[config.mk]
export PLATFORM = sky130hd
export DESIGN_NAME = qos_class_tracker_flat
export DESIGN_NICKNAME = d
export VERILOG_FILES = /design/src/rtl/qos_class_tracker_pkg.sv /design/src/rtl/qos_class_tracker_if.sv /design/src/rtl/qos_class_tracker_cnt.sv /design/src/rtl/qos_class_tracker.sv /design/src/flat_wrapper.sv
export SDC_FILE = /design/constraint.sdc
export NUM_CORES = 1
export LEC_CHECK = 0
export ABC_AREA = 0
export BUFFER_PORTS_ARGS = -buffer_cell sky130_fd_sc_hd__buf_2
export CELL_PAD_IN_SITES_DETAIL_PLACEMENT = 0
export CELL_PAD_IN_SITES_GLOBAL_PLACEMENT = 1
export CORE_ASPECT_RATIO = 0.6
export CORE_UTILIZATION = 48
export DETAILED_ROUTE_END_ITERATION = 12
export PLACE_DENSITY_LB_ADDON = 0.1
export REMOVE_ABC_BUFFERS = 1
export SETUP_SLACK_MARGIN = 0.02
export SYNTH_ARGS = -nofsm -noshare
export SYNTH_HDL_FRONTEND = slang
export SYNTH_SLANG_ARGS = --single-unit
[constraint.sdc]
create_clock -name clk -period 4.8 [get_ports clk]
set_clock_uncertainty 0.05 [all_clocks]
set_input_delay 0.72 -clock clk [delete_from_list [all_inputs] [get_ports clk]]
set_output_delay 0.72 -clock clk [all_outputs]
set_load 0.005 [all_outputs]
[src/rtl/qos_class_tracker_pkg.sv]
// Shared QoS definitions for the retry-path blocks.
// Class count default, index width helper and class index type.
package qos_pkg;

  localparam int QOS_CLASS_TYPE_DFLT = 4;

  function automatic int clog2_min1(input int n);
    return (n <= 2) ? 1 : $clog2(n);
  endfunction

  typedef logic [clog2_min1(QOS_CLASS_TYPE_DFLT)-1:0] qos_class_t;

endpackage

[src/rtl/qos_class_tracker_if.sv]
// Push/pop handshake and status bundle of the QoS class tracker.
// The tracker sits on the slave side; the retry logic is the master.
interface qos_class_tracker_if
  import qos_pkg::*;
#(
  parameter int QOS_CLASS_TYPE = QOS_CLASS_TYPE_DFLT,
  parameter int CNT_W          = 4
);
  localparam int CW = clog2_min1(QOS_CLASS_TYPE);

  logic                            clean;
  logic                            push_vld;
  logic [CW-1:0]                   push_class;
  logic                            pop_vld;
  logic [QOS_CLASS_TYPE-1:0]       type_flag;
  logic [QOS_CLASS_TYPE-1:0]       full;
  logic [QOS_CLASS_TYPE*CNT_W-1:0] pend_cnt;
  logic                            sel_vld;
  logic [CW-1:0]                   sel_class;
  logic                            sel_starved;
  logic                            push_drop;
  logic                            pop_err;

  modport master (
    output clean, push_vld, push_class, pop_vld,
    input  type_flag, full, pend_cnt,
    input  sel_vld, sel_class, sel_starved,
    input  push_drop, pop_err
  );

  modport slave (
    input  clean, push_vld, push_class, pop_vld,
    output type_flag, full, pend_cnt,
    output sel_vld, sel_class, sel_starved,
    output push_drop, pop_err
  );

endinterface

[src/rtl/qos_class_tracker_cnt.sv]
// Per-class saturating pending counter with age tracking.
// Same-cycle inc and dec cancel, so a full class accepts push+pop.
module qos_class_cnt #(
  parameter int CNT_W     = 4,
  parameter int AGE_W     = 4,
  parameter int AGE_LIMIT = 12
) (
  input  logic             clk,
  input  logic             rst_n,
  input  logic             clean,
  input  logic             inc,
  input  logic             dec,
  output logic [CNT_W-1:0] count,
  output logic             full,
  output logic             starved
);
  localparam logic [CNT_W-1:0] CNT_MAX = '1;
  localparam logic [AGE_W-1:0] AGE_MAX = '1;
  localparam logic [AGE_W-1:0] AGE_LIM = AGE_W'(AGE_LIMIT);

  logic [CNT_W-1:0] count_d, count_q;
  logic [AGE_W-1:0] age_d, age_q;

  always_comb begin
    count_d = count_q;
    age_d   = age_q;
    if (clean) begin
      count_d = '0;
      age_d   = '0;
    end else begin
      if (inc && !dec && count_q != CNT_MAX)
        count_d = count_q + CNT_W'(1);
      else if (dec && !inc)
        count_d = count_q - CNT_W'(1);
      // a pop restarts the wait even if entries remain
      if (count_d == '0 || dec)
        age_d = '0;
      else if (age_q != AGE_MAX)
        age_d = age_q + AGE_W'(1);
    end
  end

  always_ff @(posedge clk or negedge rst_n) begin
    if (!rst_n) begin
      count_q <= '0;
      age_q   <= '0;
    end else begin
      count_q <= count_d;
      age_q   <= age_d;
    end
  end

  assign count   = count_q;
  assign full    = (count_q == CNT_MAX);
  assign starved = (count_q != '0) && (age_q >= AGE_LIM);

endmodule

[src/rtl/qos_class_tracker.sv]
// Retry-path QoS tracker: per-class pending counts and ages,
// highest-class selection with lowest-index starvation escape.
module qos_class_tracker
  import qos_pkg::*;
#(
  parameter int QOS_CLASS_TYPE = QOS_CLASS_TYPE_DFLT,
  parameter int CNT_W          = 4,
  parameter int AGE_W          = 4,
  parameter int AGE_LIMIT      = 12
) (
  input logic                clk,
  input logic                rst_n,
  qos_class_tracker_if.slave bus
);
  localparam int N  = QOS_CLASS_TYPE;
  localparam int CW = clog2_min1(N);

  logic [N-1:0]     inc, dec, full, starved, pend;
  logic [CNT_W-1:0] cnt [N];
  logic [CW-1:0]    sel_class, hi_class, lo_class;
  logic             sel_vld, sel_starved;
  logic             push_drop_d, push_drop_q;
  logic             pop_err_d, pop_err_q;

  for (genvar gi = 0; gi < N; gi++) begin : g_cls
    qos_class_cnt #(
      .CNT_W     (CNT_W),
      .AGE_W     (AGE_W),
      .AGE_LIMIT (AGE_LIMIT)
    ) u_cnt (
      .clk     (clk),
      .rst_n   (rst_n),
      .clean   (bus.clean),
      .inc     (inc[gi]),
      .dec     (dec[gi]),
      .count   (cnt[gi]),
      .full    (full[gi]),
      .starved (starved[gi])
    );
  end

  always_comb begin
    pend     = '0;
    hi_class = '0;
    lo_class = '0;
    for (int i = 0; i < N; i++) begin
      pend[i] = (cnt[i] != '0);
      if (pend[i]) hi_class = CW'(i);
    end
    for (int i = N - 1; i >= 0; i--)
      if (starved[i]) lo_class = CW'(i);
    sel_vld     = |pend;
    sel_starved = |starved;
    sel_class   = sel_starved ? lo_class : hi_class;
  end

  // out-of-range classes match no decoder bit and fall into the drop
  always_comb begin
    inc = '0;
    dec = '0;
    for (int i = 0; i < N; i++) begin
      inc[i] = bus.push_vld && (bus.push_class == CW'(i));
      dec[i] = bus.pop_vld && sel_vld && (sel_class == CW'(i));
    end
    push_drop_d = !bus.clean && bus.push_vld &&
                  !(|(inc & (~full | dec)));
    pop_err_d   = !bus.clean && bus.pop_vld && !sel_vld;
  end

  always_ff @(posedge clk or negedge rst_n) begin
    if (!rst_n) begin
      push_drop_q <= 1'b0;
      pop_err_q   <= 1'b0;
    end else begin
      push_drop_q <= push_drop_d;
      pop_err_q   <= pop_err_d;
    end
  end

  always_comb begin
    bus.pend_cnt = '0;
    for (int i = 0; i < N; i++)
      bus.pend_cnt[i*CNT_W +: CNT_W] = cnt[i];
  end

  assign bus.type_flag   = pend;
  assign bus.full        = full;
  assign bus.sel_vld     = sel_vld;
  assign bus.sel_class   = sel_class;
  assign bus.sel_starved = sel_starved;
  assign bus.push_drop   = push_drop_q;
  assign bus.pop_err     = pop_err_q;

endmodule

[src/flat_wrapper.sv]
// flat-port wrapper written by rule: the top's interface ports become plain ports
module qos_class_tracker_flat import qos_pkg::*;
#(
  parameter int QOS_CLASS_TYPE = QOS_CLASS_TYPE_DFLT,
  parameter int CNT_W          = 4,
  parameter int AGE_W          = 4,
  parameter int AGE_LIMIT      = 12
)
  (clk, rst_n, bus_clean, bus_push_vld, bus_push_class, bus_pop_vld, bus_type_flag, bus_full, bus_pend_cnt, bus_sel_vld, bus_sel_class, bus_sel_starved, bus_push_drop, bus_pop_err);
  qos_class_tracker_if #(.QOS_CLASS_TYPE(QOS_CLASS_TYPE), .CNT_W(CNT_W)) bus_i ();
  input logic clk;
  input logic rst_n;
  input wire logic [$bits(bus_i.clean)-1:0] bus_clean;
  input wire logic [$bits(bus_i.push_vld)-1:0] bus_push_vld;
  input wire logic [$bits(bus_i.push_class)-1:0] bus_push_class;
  input wire logic [$bits(bus_i.pop_vld)-1:0] bus_pop_vld;
  output wire logic [$bits(bus_i.type_flag)-1:0] bus_type_flag;
  output wire logic [$bits(bus_i.full)-1:0] bus_full;
  output wire logic [$bits(bus_i.pend_cnt)-1:0] bus_pend_cnt;
  output wire logic [$bits(bus_i.sel_vld)-1:0] bus_sel_vld;
  output wire logic [$bits(bus_i.sel_class)-1:0] bus_sel_class;
  output wire logic [$bits(bus_i.sel_starved)-1:0] bus_sel_starved;
  output wire logic [$bits(bus_i.push_drop)-1:0] bus_push_drop;
  output wire logic [$bits(bus_i.pop_err)-1:0] bus_pop_err;
  assign bus_i.clean = bus_clean;
  assign bus_i.push_vld = bus_push_vld;
  assign bus_i.push_class = bus_push_class;
  assign bus_i.pop_vld = bus_pop_vld;
  assign bus_type_flag = bus_i.type_flag;
  assign bus_full = bus_i.full;
  assign bus_pend_cnt = bus_i.pend_cnt;
  assign bus_sel_vld = bus_i.sel_vld;
  assign bus_sel_class = bus_i.sel_class;
  assign bus_sel_starved = bus_i.sel_starved;
  assign bus_push_drop = bus_i.push_drop;
  assign bus_pop_err = bus_i.pop_err;
  qos_class_tracker #(.QOS_CLASS_TYPE(QOS_CLASS_TYPE), .CNT_W(CNT_W), .AGE_W(AGE_W), .AGE_LIMIT(AGE_LIMIT)) u_core (.clk(clk), .rst_n(rst_n), .bus(bus_i));
endmodule
==> run summary <==
Post-synth top area cell -> dfrtp_1
Reg2Reg Launch Point -> u_core.g_cls[0].u_cnt.count[0]
Synthesized cell area -> 2670 um2
Antenna Violating Nets Remaining -> 0
Cell count along the critical path -> 9
Crit path capture -> u_core.g_cls[0].u_cnt.age_q[3]
Worst-path clk slew -> 70 ps
DR DRC count -> 3
Synth Area per Inst -> 9.23 um2
IO Pins -> 37
Clock tree buffer depth -> 2
Tmin final -> 2970 ps
Cts bufs inserted -> 5
Wire per inst -> 16.3 um
Primary FF master, synth -> dfrtp_1
CTS tree -> built
Max-slew violations -> 0
Vias in the first global route -> 2024
Max-cap violations -> 0
Post-synth top area share -> 31.9%
Post-synth ARST share -> 100%
VDD IR max -> 0.248 mV
Fin Setup TNS -> 0 ps
Synth top cells by count -> 40 x nor2_1, 34 x dfrtp_1, 16 x ha_1, 15 x nand2_1, 14 x nand3_1
Yosys warns -> 0
Via count -> 2321
Crit Path Max Fanout -> 7
Worst Hold Class -> primary input to asynchronous set/reset pin
Largest cells by area after synthesis -> dfrtp_1 32%, ha_1 7.5%, nor2_1 5.6%
Failing checks -> design-rule violations
Req. time, crit path -> 4900 ps
Row cnt -> 20
Final nets -> 341
Synth unique cells -> 60
Gr ovfl total -> 0
Top delay family on crit path -> compound AO/OA/AOI/OAI gates
H-tree Lvls -> 2
Slowest-stage cell, CP -> o311ai_4
Drt via density -> 6.04
Status -> complete, but fails checks
Worst reg-to-reg path cell count -> 9
CTS Hold Buffers Added -> 0
Comb power frac -> 63.8%
Initial antenna violation count -> 0
PortBufs -> 36
Sequential power share -> 25.9%
Total routed wirelength -> 6240 um
Critical-path cell list -> inv_1 -> ha_1 -> nor3b_2 -> nor2_2 -> o311ai_4 -> nor3_4 -> a221o_1 -> a32oi_2 -> a21oi_1
CP Launch Type -> flop
Final worst slack -> 1830 ps
Placer Congestion -> 0.867
Pwr per Cell Area -> 657 nW/um2
Net Sw Frac -> 48.6%
Leakage power -> 1.37 nW
Worst reg2reg setup slack -> 1830 ps
FF+latch count, synth -> 34
Root Buffer -> clkbuf_8
Die width -> 98.2 um
Hpwl dp -> 4690 um
Psw -> 931 uW
# clock sinks -> 34
Most common cell in the netlist -> nor2_1
Class of the most critical setup path -> flop to flop
Crit path DAT -> 3070 ps
Skew-Pair Late Insertion Delay -> 290 ps
Buffers & Inverters on Critical Path -> 1
Largest net degree at the start of global routing -> 35
Core footprint -> 5200 um2
First-pass GRT wire length -> 10300 um
Initial Utilization -> 51.2%
Die area -> 5870 um2
Register area share after synthesis -> 31.9%
Final Hold Vio Count -> 0
Chip height -> 59.7 um
Worst r2r dst -> u_core.g_cls[0].u_cnt.age_q[3]
Crit path from -> u_core.g_cls[0].u_cnt.count[0]
Cell-internal power -> 986 uW
# diodes -> 0
Clock network fraction of design power -> 10.3%
Final setup violation count -> 0
GRT Resource Usage Total -> 23.0%
Slowest cell delay on critical path -> 490 ps
Drt initial violations -> 147
Worst Max-Slew Pin Slew -> 784 ps
Number of flops mapped to enable cells by yosys -> 0
Synthesized instance count -> 289
Pre-Repair DR Iteration Count -> 8
Post-CTS setup buffers -> 0
Period utilization -> 61.9%
Layout cells sized above 1 -> 19.5%
FMAX -> 0.336 GHz
PostCTS Resize Cnt -> 0
Area added between synthesis and finish -> 9.53%
Pre-CTS setup slack -> 1870 ps
RSZ-0062 raised after global routing -> no
Element type at the critical path end -> flop
Rel. slew slack -> 47.7%
-- stage by stage --
stage          hold slack (ps)  utilization (%)  total power, mW  instance area, um2  cells
3_3_place_gp               483             54.6             1.71                2840    377
6_report                   457             56.1             1.92                2920    384
4_1_cts                    493             56.1             1.92                2920    384
5_1_grt                    532             56.1             2.09                2920    384
2_1_floorplan              374                -             1.38                2580    275
3_5_place_dp               493             54.6             1.72                2840    377
-- worst min path at each step --
stage | start | end | slack, ps
after detailed placement | u_core.g_cls[3].u_cnt.age_q[3] | u_core.g_cls[3].u_cnt.age_q[3] | 490
after global routing | rst_n | u_core.g_cls[0].u_cnt.age_q[0] | 530
final | rst_n | u_core.g_cls[0].u_cnt.age_q[0] | 460
after CTS | rst_n | u_core.g_cls[0].u_cnt.age_q[0] | 490
after global placement | u_core.g_cls[3].u_cnt.age_q[3] | u_core.g_cls[3].u_cnt.age_q[3] | 480
after floorplan | rst_n | u_core.bus.pop_err | 370
-- power by group through the flow --
stage	Clock, mW	Sequential (mW)	Combinational, mW
after floorplan	0	0.478	0.901
after global placement	0	0.501	1.21
after detailed placement	0	0.500	1.22
after CTS	0.205	0.496	1.22
after global routing	0.219	0.515	1.35
final	0.198	0.496	1.22
-- cells in the final DEF, fill, tap and decap left out, types with 3 or more instances in the layout --
cell / instances
nor3b_1: 5
xnor2_1: 11
a21oi_1: 13
dfrtp_1: 34
buf_2: 36
nand4_1: 5
nor3_1: 4
nor2_1: 40
inv_1: 12
nand4b_1: 3
mux2i_1: 11
ha_1: 16
nand2_1: 15
nand3_1: 14
or4_1: 6
nor4b_1: 3
o21ai_0: 3
clkbuf_8: 5
and3_1: 7
a211o_1: 3
a211oi_1: 7
a31oi_1: 6
or3_1: 6
-- sequential cells by signal, summed over array words and instances (netlist names) --
register,flops
u_core.g_cls.u_cnt.age_q,16
u_core.g_cls.u_cnt.count,16
u_core.bus.push_drop,1
u_core.bus.pop_err,1
-- logic make-up after synthesis --
logic type,synth area share [%]
xor gates and xnor gates,4.27
and+or+nand+nor,30.5
muxes,4.55
AOI/OAI and AO/OA,16.1
buffers and inverters,5.21
DFF,31.9
adders and majority gates,7.51
-- per-layer routing --
layer  track usage (%)  routed length (um)  share of wire (%)  vias up
met5                 0                   0                  0        -
met4              4.90                  58               0.93        0
met3              4.91                 463                7.4        7
met2              32.9                2560                 41       83
met1              35.5                3160                 51     1104
li1                  -                   -                  -     1127
-- area by class of cell --
class / count / area [um2]
inverters: 13 / 53.8
fillers: 454 / 2280
repair buffers: 36 / 180
well taps: 66 / 82.6
clock buffers: 7 / 76.3
flip-flops and latches: 34 / 851
multi-input cells: 228 / 1680
-- worst register-to-register path, cell delays in order, from the launching register on --
cell,delay (ps)
dfrtp_1,450
inv_1,170
ha_1,160
nor3b_2,410
nor2_2,170
o311ai_4,490
nor3_4,110
a221o_1,390
a32oi_2,310
a21oi_1,120
Note: power is estimated with default switching activity, not from simulation.
